===== src/rtl/ram_ctrl_pkg.sv =====
// Shared types and default sizes for the streaming front-end of the 1024 x 20 RAM.
// The CLEAR state is only reachable when RAM_CTRL_CLEAR_EN is defined.
package ram_ctrl_pkg;

  localparam int DEF_DATA_W = 20;
  localparam int DEF_ADDR_W = 10;
  localparam int DEF_LEN_W  = DEF_ADDR_W + 1;

  typedef enum logic [1:0] {
    CLEAR = 2'd0,
    IDLE  = 2'd1,
    READ  = 2'd2
  } ctrl_state_t;

endpackage


===== src/rtl/ram_rd_pipe.sv =====
// Read-return path: delays the issue/last flags by two cycles to match the RAM's
// registered-address latency, and registers ram_q into rd_data.
module ram_rd_pipe
  import ram_ctrl_pkg::*;
#(
  parameter int DATA_W = DEF_DATA_W
) (
  input  logic              clk,
  input  logic              rst,
  input  logic              issue,
  input  logic              issue_last,
  input  logic [DATA_W-1:0] ram_q,
  output logic              rd_valid,
  output logic              rd_last,
  output logic [DATA_W-1:0] rd_data
);

  logic stage_valid;
  logic stage_last;

  // ram_q for an issued address is valid exactly when stage_valid is high
  always_ff @(posedge clk) begin
    if (rst) begin
      stage_valid <= 1'b0;
      stage_last  <= 1'b0;
      rd_valid    <= 1'b0;
      rd_last     <= 1'b0;
      rd_data     <= '0;
    end else begin
      stage_valid <= issue;
      stage_last  <= issue && issue_last;
      rd_valid    <= stage_valid;
      rd_last     <= stage_last;
      if (stage_valid) rd_data <= ram_q;
    end
  end

endmodule


===== src/rtl/ram_stream_ctrl.sv =====
// Owns the single RAM port: arbitrates a write stream against read bursts.
// Define RAM_CTRL_CLEAR_EN to zero the whole RAM after every reset.
module ram_stream_ctrl
  import ram_ctrl_pkg::*;
#(
  parameter int DATA_W = DEF_DATA_W,
  parameter int ADDR_W = DEF_ADDR_W
) (
  input  logic              clk,
  input  logic              rst,
  input  logic              wr_valid,
  input  logic [DATA_W-1:0] wr_data,
  output logic              wr_ready,
  input  logic              rd_cmd_valid,
  input  logic [ADDR_W-1:0] rd_cmd_addr,
  input  logic [ADDR_W:0]   rd_cmd_len,
  output logic              rd_cmd_ready,
  output logic              rd_valid,
  output logic [DATA_W-1:0] rd_data,
  output logic              rd_last,
  output logic [ADDR_W-1:0] wr_ptr,
  output logic              busy,
  output logic [DATA_W-1:0] ram_data,
  output logic [ADDR_W-1:0] ram_addr,
  output logic              ram_we,
  input  logic [DATA_W-1:0] ram_q
);

  localparam int LEN_W = ADDR_W + 1;

  ctrl_state_t       state, state_nxt;
  logic [ADDR_W-1:0] rd_addr, rd_addr_nxt;
  logic [LEN_W-1:0]  rd_cnt, rd_cnt_nxt;
  logic [ADDR_W-1:0] addr_hold;
  logic [DATA_W-1:0] data_hold;
  logic              wr_fire;
  logic              issue;
  logic              issue_last;
`ifdef RAM_CTRL_CLEAR_EN
  logic [ADDR_W-1:0] clr_addr;
`endif

  always_comb begin
    state_nxt    = state;
    rd_addr_nxt  = rd_addr;
    rd_cnt_nxt   = rd_cnt;
    wr_ready     = 1'b0;
    rd_cmd_ready = 1'b0;
    wr_fire      = 1'b0;
    issue        = 1'b0;
    issue_last   = 1'b0;
    busy         = 1'b1;
    ram_we       = 1'b0;
    ram_addr     = addr_hold;
    ram_data     = data_hold;
    case (state)
      IDLE: begin
        busy         = 1'b0;
        rd_cmd_ready = 1'b1;
        wr_ready     = !rd_cmd_valid;
        wr_fire      = wr_valid && !rd_cmd_valid;
        if (wr_fire) begin
          ram_we   = 1'b1;
          ram_addr = wr_ptr;
          ram_data = wr_data;
        end
        // zero-length commands are accepted but start nothing
        if (rd_cmd_valid && (rd_cmd_len != '0)) begin
          rd_addr_nxt = rd_cmd_addr;
          rd_cnt_nxt  = rd_cmd_len;
          state_nxt   = READ;
        end
      end
      READ: begin
        issue       = 1'b1;
        issue_last  = (rd_cnt == LEN_W'(1));
        ram_addr    = rd_addr;
        rd_addr_nxt = rd_addr + 1'b1;
        rd_cnt_nxt  = rd_cnt - 1'b1;
        if (issue_last) state_nxt = IDLE;
      end
`ifdef RAM_CTRL_CLEAR_EN
      CLEAR: begin
        ram_we   = 1'b1;
        ram_addr = clr_addr;
        ram_data = '0;
        if (&clr_addr) state_nxt = IDLE;
      end
`endif
      default: state_nxt = IDLE;
    endcase
    if (rst) ram_we = 1'b0;
  end

  always_ff @(posedge clk) begin
    if (rst) begin
`ifdef RAM_CTRL_CLEAR_EN
      state    <= CLEAR;
      clr_addr <= '0;
`else
      state    <= IDLE;
`endif
      wr_ptr    <= '0;
      rd_addr   <= '0;
      rd_cnt    <= '0;
      addr_hold <= '0;
      data_hold <= '0;
    end else begin
      state     <= state_nxt;
      rd_addr   <= rd_addr_nxt;
      rd_cnt    <= rd_cnt_nxt;
      addr_hold <= ram_addr;
      data_hold <= ram_data;
      if (wr_fire) wr_ptr <= wr_ptr + 1'b1;
`ifdef RAM_CTRL_CLEAR_EN
      if (state == CLEAR) clr_addr <= clr_addr + 1'b1;
`endif
    end
  end

  ram_rd_pipe #(.DATA_W(DATA_W)) u_rd_pipe (
    .clk        (clk),
    .rst        (rst),
    .issue      (issue),
    .issue_last (issue_last),
    .ram_q      (ram_q),
    .rd_valid   (rd_valid),
    .rd_last    (rd_last),
    .rd_data    (rd_data)
  );

endmodule


===== config.mk =====
export PLATFORM = sky130hd
export DESIGN_NAME = ram_stream_ctrl
export DESIGN_NICKNAME = d
export VERILOG_FILES = /design/src/rtl/ram_ctrl_pkg.sv /design/src/rtl/ram_rd_pipe.sv /design/src/rtl/ram_stream_ctrl.sv
export SDC_FILE = /design/constraint.sdc
export NUM_CORES = 1
export LEC_CHECK = 0
export ABC_AREA = 1
export CAP_MARGIN = 20
export CELL_PAD_IN_SITES_DETAIL_PLACEMENT = 0
export CELL_PAD_IN_SITES_GLOBAL_PLACEMENT = 1
export CORE_ASPECT_RATIO = 1.5
export CORE_MARGIN = 4
export CORE_UTILIZATION = 37
export CTS_BUF_LIST = sky130_fd_sc_hd__clkbuf_8
export CTS_CLUSTER_SIZE = 14
export DETAILED_ROUTE_END_ITERATION = 16
export GPL_TIMING_DRIVEN = 1
export PLACE_DENSITY = 0.89
export REMOVE_ABC_BUFFERS = 1
export SYNTH_ARGS = -nofsm -noshare
export SYNTH_HDL_FRONTEND = slang
export SYNTH_SLANG_ARGS = --single-unit

===== constraint.sdc =====
create_clock -name clk -period 3.7 [get_ports clk]
set_input_delay 0.74 -clock clk [delete_from_list [all_inputs] [get_ports clk]]
set_output_delay 0.74 -clock clk [all_outputs]
set_load 0.02 [all_outputs]

== Word-level counts from Yosys, hierarchy flattened ==
Index checks and enable logic that the tools add are counted.
Storage, ports and cells
  latch bits: 0
  RAM bits: 0
  memories kept: 0
  ROM bits: 0
  logic and storage cells: 47
  output and inout port bits: 66
  input port bits: 65
  register bits after elaboration: 87
Operators by class
  $add $sub $neg: 3
  shifts and indexed selects: 0
  muxes and demuxes: 20
  eq/ne operators: 5
  divide/modulo/power cells: 0
  multipliers: 0
  reduce and logical (&&, ||, !) cells: 8
  magnitude comparators: 0
  bitwise gates (word level): 0
Operators by type and width (count)
  20-bit 2-to-1 mux: 2
  10-bit one-hot mux with 2 select lines: 2
  11-bit one-hot mux with 2 select lines: 1
  10-bit by 1-bit adder with 10-bit output (second input constant): 2
  10-bit 2-to-1 mux: 2
  11-bit by 1-bit equality test with 1-bit output (second input constant): 1
  11-bit 2-to-1 mux: 1
  11-bit nonzero test: 1
  11-bit by 1-bit subtractor with 11-bit output (second input constant): 1
  1-bit 2-to-1 mux: 9
  2-bit 2-to-1 mux: 2
  2-bit inequality test (second input constant): 2
  2-bit one-hot mux with 2 select lines: 1
  2-bit AND reduction: 2
  1-bit logical AND: 3
  2-bit by 1-bit equality test with 1-bit output (second input constant): 1
  2-bit equality test (second input constant): 1
  2-bit nonzero test: 1
  1-bit zero test: 1

== Depth between registers and ports, before layout ==
Gate-level depths: netlist of run 1.
  depth after elaboration: 5
  mapped depth: 11
  gate-level depth less buffers: 11

== Cells and area by module ==
Synthesis of run 1 repeated with hierarchy kept, for this count alone.
Second synthesis, totals
  cell total of the unflattened synthesis: 682
  area total of the unflattened synthesis: 4576.9 um^2
By module, submodules not included
  ram_stream_ctrl: cells an instance 542, area an instance 3532.1 um^2, times used 1
  ram_rd_pipe: cells an instance 140, area an instance 1044.8 um^2, times used 1

== Worst setup path before layout of run 1 ==
No wires, ideal clock.
  kind: register -> output
  start: register state[1]
  end: output port ram_data[17]
  required time: 2.960 ns
  slack: 1.223 ns
  arrival time: 1.737 ns
  path buffers: 2
  cell stages (with the launch flop): 10
  cell sequence: dfxtp_1 -> inv_1 -> ha_1 -> inv_2 -> nor2_2 -> buf_6 -> buf_8 -> or2_1 -> inv_1 -> a21oi_1
Between the ends
  longest elaborated chain between the ends: 2
RTL lines
  start, declared: line ram_stream_ctrl.sv:31  | ctrl_state_t state, state_nxt;
  start signal, assigned: line ram_stream_ctrl.sv:109  | state <= state_nxt;
  2-bit by 1-bit equality test with 1-bit output: line ram_stream_ctrl.sv:56  | case (state)
  20-bit 2-to-1 mux: line ram_stream_ctrl.sv:56
  end, declared: line ram_stream_ctrl.sv:23  | output logic [DATA_W-1:0] ram_data,
No other way between the ends.

== Worst setup path after layout of run 1 ==
  start: input port rd_cmd_valid
  end: output port ram_data[14]
Between the ends
  longest elaborated chain between the ends: 4
RTL lines
  start, declared: line ram_stream_ctrl.sv:14  | input logic rd_cmd_valid,
  1-bit zero test: line ram_stream_ctrl.sv:61  | wr_fire = wr_valid && !rd_cmd_valid;
  1-bit logical AND: line ram_stream_ctrl.sv:61
  20-bit 2-to-1 mux: line ram_stream_ctrl.sv:62  | if (wr_fire) begin
  20-bit 2-to-1 mux: line ram_stream_ctrl.sv:56
No other way between the ends.

==> results.txt, run 1 <==
The type of the tightest min-delay check is reg2reg. The share of synthesized area occupied by flip-flops and latches came out at 38.71%. The fraction of registers with async set or reset after synthesis came out at 0%. The hold buffer count at cts is 0.

The CTS buffer count came out at 9. STA classifies the critical path startpoint as an input pin. The final instance count without filler cells came out at 917. The number of top-level pins is 131. The data arrival time of the critical path came out at 2780 ps. The routed layout has 4421 vias. Clock latency on the worst-skew pair, taken at its later pin, is 360 ps. The starting DRC count in detailed routing came out at 142.

After clock tree synthesis, the repair step resized 0 gates. In this run the vertical extent of the chip is 143.1 microns. Tracing the worst setup path back leads to its startpoint at rd_cmd_valid. For this run, the post-layout net count is 830. Hold is met by 405.6 ps. The number of max-slew violations in the final report is 0. The setup path with the least slack is of type in2out. Routability-driven placement finished with a final weighted congestion of 0.8194. The post-detailed-route via-to-cell ratio is 4.821.

Counting both buffers and inverters, the worst setup path holds a total of 5. The minimum clock period is 3519 ps. The share of final-layout standard cells stronger than drive strength 1 is 10.21%. The via count of the first global-routing pass came to 4352. After floorplanning, the core was divided into 49 placement rows. The worst-margin pin slew came out at 700.7 ps. The largest incremental delay on the critical path came out at 630 ps. The dominant combinational cell family by area after synthesis is simple AND/OR/NAND/NOR gates. Measured against its own limit, the worst slew margin works out to 53.29%. 0 antenna diodes ended up in the layout. Summed over all cells, the static leakage comes to 2.640 nW. The peak ir drop on the vdd network is 0.2660 mV. The detailed-route DRC error count came out at 0. The global route total overflow came out at 0. The family with the most delay on the worst path is buffers and inverters. The fraction of synthesized cell area in xor and xnor cells is 0.5840%. The post-CTS repair timing setup buffer count is 0. The number of standard cells after synthesis is 640.

The initial antenna violation count is 0. In the layout the commonest cells are sky130_fd_sc_hd__nand2_1, sky130_fd_sc_hd__clkdlybuf4s50_1, sky130_fd_sc_hd__nor2_1, sky130_fd_sc_hd__inv_1, sky130_fd_sc_hd__dfxtp_1. The number of buffers on the longest clock path came out at 2. The highest net fanout along the worst path came out at 32. The areal power density over the cells is 383.3 nW/um^2. Entering global routing, the biggest net connects 64 pins. The estimated wirelength of the detail-placed design came out at 9021 microns. The worst reg-to-reg setup slack is 1510 ps. The kind of capture point of the worst setup path is a primary output.

The critical path ends at ram_data[14]. The critical path required time came out at 2960 ps. Clock-pin slew was measured on the worst setup and hold paths at 80 ps. The adder-cell share of the synthesized area is 1.669%. The final critical-path share of the clock period came out at 95.11%. The worst register-to-register path ends at rd_cnt[0]. The synthesized netlist devotes 19.30% of its cell area to compound gates. The area added between synthesis and finish came out at 35.48%. The final-report setup violation count came out at 0. The die covers 14030 sq um. The startpoint identified for the worst register-to-register timing path is state[0]. The total detailed-routing wirelength is 12750 microns. The clock sink count came out at 87.

The simple-gate area share of the yosys netlist came out at 27.98%. The cell count after placement is 899. The number of gates on the worst path with buffers counted came out at 9.

The run finished with clean final reports. Across the run, the number of max-cap violations was 0. In this run the clock root is driven by a sky130_fd_sc_hd__clkbuf_8. Dividing the detail-routed wire length by the instance count gives 13.91 microns.

The die boundary width is 98.04 microns. On the final layout, the worst clock skew is 5.429 ps. Traced cell by cell, the critical path runs through clkdlybuf4s50_1, inv_1, nand2_1, nor2_4, buf_12, or2_2, inv_1, a21oi_1, clkdlybuf4s50_1. Buffers placed on the I/O ports in this run total 130.

The global-route wire length before repair is 20090 microns. The multiplexer area fraction after synthesis is 0%. The first detailed-routing pass took 4 iterations. The most frequent standard cell in the layout excluding fill and tap cells is sky130_fd_sc_hd__nand2_1.

Yosys printed 0 warnings. The master of the slowest instance on the critical path is sky130_fd_sc_hd__clkdlybuf4s50_1. The count of nets left with antenna violations once routing finished came out at 0.

The number of cell instances on the worst register-to-register path is 8. The final core area utilization came out at 50.99%. The final total power is 2.336 mW. The number of hold-slack violations in the final timing report is 0. The number of flops mapped to enable cells by yosys is 0. The number of H-tree levels came out at 3. The core area came out at 11960 sq um. The starting utilization of the core area came out at 37.63%. Synthesis inferred 87 register bits. Setup repair after global routing left no endpoint under its margin. In the synthesized netlist the dominant register cell turns out to be sky130_fd_sc_hd__dfxtp_1. The timing-limited maximum frequency came out at 284.2 MHz.

Summing every instance area after synthesis gives 4499 sq um. The count of distinct cell types in the synthesized netlist is 41. In the global route stage, overall resource usage came out at 17.64%. Averaged over all synthesized cells, the footprint is 7.030 sq um. TritonCTS built the clock tree.
==> metrics by stage <==
stage	instance area (sq um)	setup slack (ps)	TNS [ps]
after floorplan	4300	-4.133	-66.12
after global placement	5851	191.2	0
after detailed placement	5851	170.8	0
after CTS	6056	144.5	0
after global routing	6096	20.97	0
final	6096	180.9	0
==> kinds of logic after synthesis <==
logic type | count (synthesis)
AOI/OAI and AO/OA | 136
adders and majority gates | 6
buffers and inverters | 118
and+or+nand+nor | 290
DFF | 87
xor gates and xnor gates | 3
==> power breakdown <==
part / switching (mW) / internal (mW)
Sequential: 0.0419 / 0.993
Combinational: 0.334 / 0.259
Clock: 0.337 / 0.371
Total: 0.713 / 1.62
==> cell usage after synthesis, types with 3 or more instances <==
cell                       number  area, sq um
sky130_fd_sc_hd__nor3_1        10        50.05
sky130_fd_sc_hd__clkbuf_1      12        45.04
sky130_fd_sc_hd__nand4_1        4        25.02
sky130_fd_sc_hd__nor2_1        91        341.6
sky130_fd_sc_hd__inv_1         84        315.3
sky130_fd_sc_hd__nand3_1       20        100.1
sky130_fd_sc_hd__o211ai_1       3        22.52
sky130_fd_sc_hd__or2_2         18        112.6
sky130_fd_sc_hd__buf_2          6        30.03
sky130_fd_sc_hd__buf_6          5        56.30
sky130_fd_sc_hd__nor2_4         3        33.78
sky130_fd_sc_hd__ha_1           6        75.07
sky130_fd_sc_hd__o21ai_1        3        15.01
sky130_fd_sc_hd__a21oi_1       50        250.2
sky130_fd_sc_hd__a211oi_2      18        225.2
sky130_fd_sc_hd__dfxtp_1       87         1742
sky130_fd_sc_hd__o21ai_0       47        235.2
sky130_fd_sc_hd__o21ai_2        4        35.03
sky130_fd_sc_hd__nand2_1      132        495.5
sky130_fd_sc_hd__a21oi_2        4        35.03
==> sequential cells by signal, summed over array words and instances (netlist names) <==
signal	count
u_rd_pipe.rd_valid	1
rd_cnt	11
addr_hold	10
u_rd_pipe.rd_last	1
u_rd_pipe.rd_data	20
wr_ptr	10
u_rd_pipe.stage_last	1
state	2
u_rd_pipe.stage_valid	1
data_hold	20
rd_addr	10
==> worst reg2reg max path, cell delays in order (launching register included) <==
cell and delay [ps]:
sky130_fd_sc_hd__dfxtp_1 320, sky130_fd_sc_hd__inv_1 70, sky130_fd_sc_hd__ha_1 520, sky130_fd_sc_hd__buf_4 320, sky130_fd_sc_hd__nor2_1 100, sky130_fd_sc_hd__inv_1 110, sky130_fd_sc_hd__nand3_4 270, sky130_fd_sc_hd__o21ai_0 280
sky130_fd_sc_hd__a21oi_1 70
==> worst min-delay path by stage <==
stage / start / to / slack, ps / cells after the start
2_1_floorplan: u_rd_pipe.stage_last / u_rd_pipe.rd_last / 390 / 2
3_3_place_gp: u_rd_pipe.stage_last / u_rd_pipe.rd_last / 390 / 2
3_5_place_dp: u_rd_pipe.stage_last / u_rd_pipe.rd_last / 400 / 2
4_1_cts: u_rd_pipe.stage_last / u_rd_pipe.rd_last / 410 / 2
5_1_grt: u_rd_pipe.stage_last / u_rd_pipe.rd_last / 410 / 2
6_report: u_rd_pipe.stage_last / u_rd_pipe.rd_last / 410 / 2
==> metal layers <==
| metal | global-route usage (%) | vias up | share of wire, % |
|---|---|---|---|
| met5 | 0 | - | 0 |
| met1 | 18.56 | 2016 | 41 |
| met4 | 7.367 | 0 | 2.3 |
| met3 | 4.203 | 20 | 5.6 |
| li1 | - | 2272 | - |
| met2 | 33.27 | 113 | 51 |
==> layout make-up <==
cell class / count / area [sq um]
Clock inverter: 7 / 81.33
Clock buffer: 9 / 123.9
Multi-Input combinational cell: 435 / 2233
Timing Repair Buffer: 138 / 1394
Fill cell: 1178 / 5859
Sequential cell: 87 / 1742
Tap cell: 153 / 191.4
Inverter: 88 / 330.3
No activity file was read; power rests on OpenSTA's default activity.
==> run 2, diff against run 1 <==
CORE_UTILIZATION = 36   (was 37)
CTS_BUF_LIST = sky130_fd_sc_hd__clkbuf_4 sky130_fd_sc_hd__clkbuf_8 sky130_fd_sc_hd__clkbuf_16   (was sky130_fd_sc_hd__clkbuf_8)
PLACE_DENSITY = 0.87   (was 0.89)
==> results.txt, run 2 (synthesis results as in run 1) <==
The core area came out at 12140 sq um (was 11960 sq um). The sequential power share is 42.6% (was 44.3%). The worst hold endpoint is u_rd_pipe.rd_last (unchanged). The footprint of the flip-flops and latches is 1742 sq um (unchanged). The estimated wirelength of the detail-placed design is 9208 microns (was 9021 microns). The clock tree skew after final layout is 6.665 ps (was 5.429 ps).

The internal cell power came out at 1.717 mW (was 1.624 mW). The destination of the worst register-to-register timing path is rd_addr[2] (was rd_cnt[0]). The critical path required time came to 2960 ps (about the same). Result of the run: finished, final reports clean (unchanged). The initial antenna violation count was 0 (unchanged). The starting DRC count in detailed routing came out at 202 (was 142). The area added between synthesis and finish is 36.12% (was 35.48%). The die boundary width came out at 99.28 microns (was 98.04 microns). The relative contribution of the clock network to total power came out at 33.3% (was 30.3%). The area enclosed by the die boundary is 14390 sq um (was 14030 sq um). The clock transition at the register clock pins on the worst setup and hold paths after CTS is 60 ps (was 80 ps). The number of top-level pins came out at 131 (unchanged). The clock tree from TritonCTS is yes (unchanged). The number of nets at the end of the flow came out at 829 (was 830). The clock sink count came out at 87 (unchanged). Largest registers in the final layout: data_hold (20), u_rd_pipe.rd_data (20), rd_cnt (11) (unchanged).

The launch instance of the worst register-to-register path is state[0] (unchanged). The count of antenna-violating nets left after detailed routing is 0 (unchanged). The number of buffers on the longest clock path came out at 2 (unchanged). The cell count after placement is 899 (unchanged). The total global-route track usage is 17.50% (was 17.64%). The number of search-and-repair iterations in the first detailed-routing pass came to 5 (was 4).

The CTS buffer count is 9 (unchanged). The number of H-tree levels is 3 (unchanged). The peak ir drop on the vdd network came to 0.2114 mV (was 0.2660 mV). The data arrival time of the critical path is 2800 ps (was 2780 ps).

The number of maximum-capacitance violations is 0 (unchanged). The type of the worst setup path is in2out (unchanged). The count of input and output buffers is 130 (unchanged). The share of final-layout standard cells stronger than drive strength 1 is 10.13% (was 10.21%).

The number of max-slew violations in the final report is 0 (unchanged). The final critical-path share of the clock period is 95.57% (was 95.11%). The element type at the critical path start was an input pin (unchanged). The row count is 49 (unchanged). The start point of the worst min-delay path was u_rd_pipe.stage_last (unchanged).

The final-report setup violation count is 0 (unchanged). The detailed-route DRC error count is 0 (unchanged). The filler cell count is 1228 (was 1178).

The type of the tightest min-delay check is reg2reg (unchanged). The post-detailed-route via-to-cell ratio came to 4.811 (was 4.821). The hold-critical path depth came out at 2 (unchanged). The height of the die is 144.9 microns (was 143.1 microns). The minimum clock period came to 3536 ps (was 3519 ps).

The global-route wire length before repair came out at 20600 microns (was 20090 microns). The total detailed-routing wirelength is 12560 microns (was 12750 microns). The later-pin clock latency in the skew report is 330 ps (was 360 ps). Setup repair after global routing missed its margin: false (unchanged).

The leakage power total came out at 2.657 nW (was 2.640 nW). The worst reg-to-reg setup slack is 1530 ps (was 1510 ps). The combined area of the multi-input logic cells came out at 2233 sq um (unchanged). The global route total overflow is 0 (unchanged). Most frequent cells in the layout: sky130_fd_sc_hd__nand2_1, sky130_fd_sc_hd__clkdlybuf4s50_1, sky130_fd_sc_hd__nor2_1, sky130_fd_sc_hd__dfxtp_1, sky130_fd_sc_hd__inv_1 (was sky130_fd_sc_hd__nand2_1, sky130_fd_sc_hd__clkdlybuf4s50_1, sky130_fd_sc_hd__nor2_1, sky130_fd_sc_hd__inv_1, sky130_fd_sc_hd__dfxtp_1). The starting utilization of the core area is 37.06% (was 37.63%).

The average wire per standard cell is 13.76 microns (was 13.91 microns). The post-CTS repair timing setup buffer count is 0 (unchanged). The final instance count without filler cells came to 913 (was 917). The switching power is 0.7119 mW (was 0.7125 mW). The via count of the first global-routing pass came out at 4334 (was 4352). The highest net fanout along the worst path is 53 (was 32). The combinational share of power is 24.1% (was 25.4%). The final total power came out at 2.429 mW (was 2.336 mW).

The number of vias in the routed layout came out at 4392 (was 4421). The global placer's final weighted congestion came out at 0.8094 (was 0.8194). The maximum number of pins on one net before global-route repair came to 54 (was 64). The switching share of power came out at 29.30% (was 30.50%). The most frequent standard cell in the layout excluding fill and tap cells is sky130_fd_sc_hd__nand2_1 (unchanged). The number of cell instances on the worst register-to-register path is 8 (unchanged). The number of hold-slack violations in the final timing report was 0 (unchanged). The timing-limited maximum frequency is 282.8 MHz (was 284.2 MHz). The relative max-transition margin is 53.96% (was 53.29%). The areal power density over the cells came to 396.6 nW/um^2 (was 383.3 nW/um^2). The kind of capture point of the worst setup path is a primary output (unchanged). The worst-margin pin slew is 690.6 ps (was 700.7 ps). The number of diodes added for antenna fixing is 0 (unchanged).

The cell at the root of the clock tree is sky130_fd_sc_hd__clkbuf_16 (was sky130_fd_sc_hd__clkbuf_8).
run 2: power by group through the flow:
stage	clock network, mW	logic, mW	registers [mW]
after floorplan	0	0.336	1.05
after global placement	0	0.578	1.05
after detailed placement	0	0.586	1.06
after CTS	0.840	0.591	1.04
after global routing	0.877	0.653	1.04
final	0.808	0.585	1.04
run 2: critical path, cell delays in order:
cell and delay, ps:
sky130_fd_sc_hd__clkdlybuf4s50_1 510, sky130_fd_sc_hd__inv_1 90, sky130_fd_sc_hd__nand2_1 90, sky130_fd_sc_hd__nor2_4 150, sky130_fd_sc_hd__buf_12 250, sky130_fd_sc_hd__or2_2 150, sky130_fd_sc_hd__inv_1 50, sky130_fd_sc_hd__a21oi_1 120
sky130_fd_sc_hd__clkdlybuf4s50_1 620
run 2: through the flow:
| stage | utilization [%] | setup slack [ps] | setup TNS (ps) | cell area, sq um | hold slack (ps) |
|---|---|---|---|---|---|
| floorplan | - | -4.133 | -66.12 | 4300 | 388.3 |
| global placement | 48.20 | 196.7 | 0 | 5851 | 390.3 |
| detailed placement | 48.20 | 156.1 | 0 | 5851 | 398.5 |
| CTS | 50.31 | 146.9 | 0 | 6107 | 408.1 |
| global route | 50.45 | 7.850 | 0 | 6125 | 444.8 |
| finish | 50.45 | 163.8 | 0 | 6125 | 404.2 |
run 2: how the worst max path moves through the flow:
stage	start	to	slack (ps)
2_1_floorplan	state[1]	ram_data[10]	-4
3_3_place_gp	rd_cmd_valid	ram_data[3]	200
3_5_place_dp	rd_cmd_valid	ram_data[7]	160
4_1_cts	rd_cmd_valid	ram_data[14]	150
5_1_grt	rd_cmd_valid	ram_data[17]	8
6_report	rd_cmd_valid	ram_data[7]	160
run 2: layer usage:
| layer | share of wire (%) | vias to the layer above | wire [microns] | global-route usage [%] |
|---|---|---|---|---|
| met1 | 40 | 1991 | 4994 | 19.53 |
| met3 | 5.6 | 22 | 706 | 4.083 |
| li1 | - | 2258 | - | - |
| met5 | 0 | - | 0 | 0 |
| met2 | 52 | 121 | 6524 | 31.02 |
| met4 | 2.7 | 0 | 336 | 7.861 |
run 2: what timing repair did:
action / in CTS / in global routing
endpoints found under the setup margin: 0 / 1
hold buffers: 0 / 0
gates resized for setup: 0 / 1
run 2: final cells by class:
type | instances | area share (%)
Multi-Input combinational cell | 435 | 36.47
Clock inverter | 2 | 0.1634
Timing Repair Buffer | 137 | 22.39
Sequential cell | 87 | 28.44
Tap cell | 153 | 3.126
Inverter | 88 | 5.393
Clock buffer | 11 | 4.025
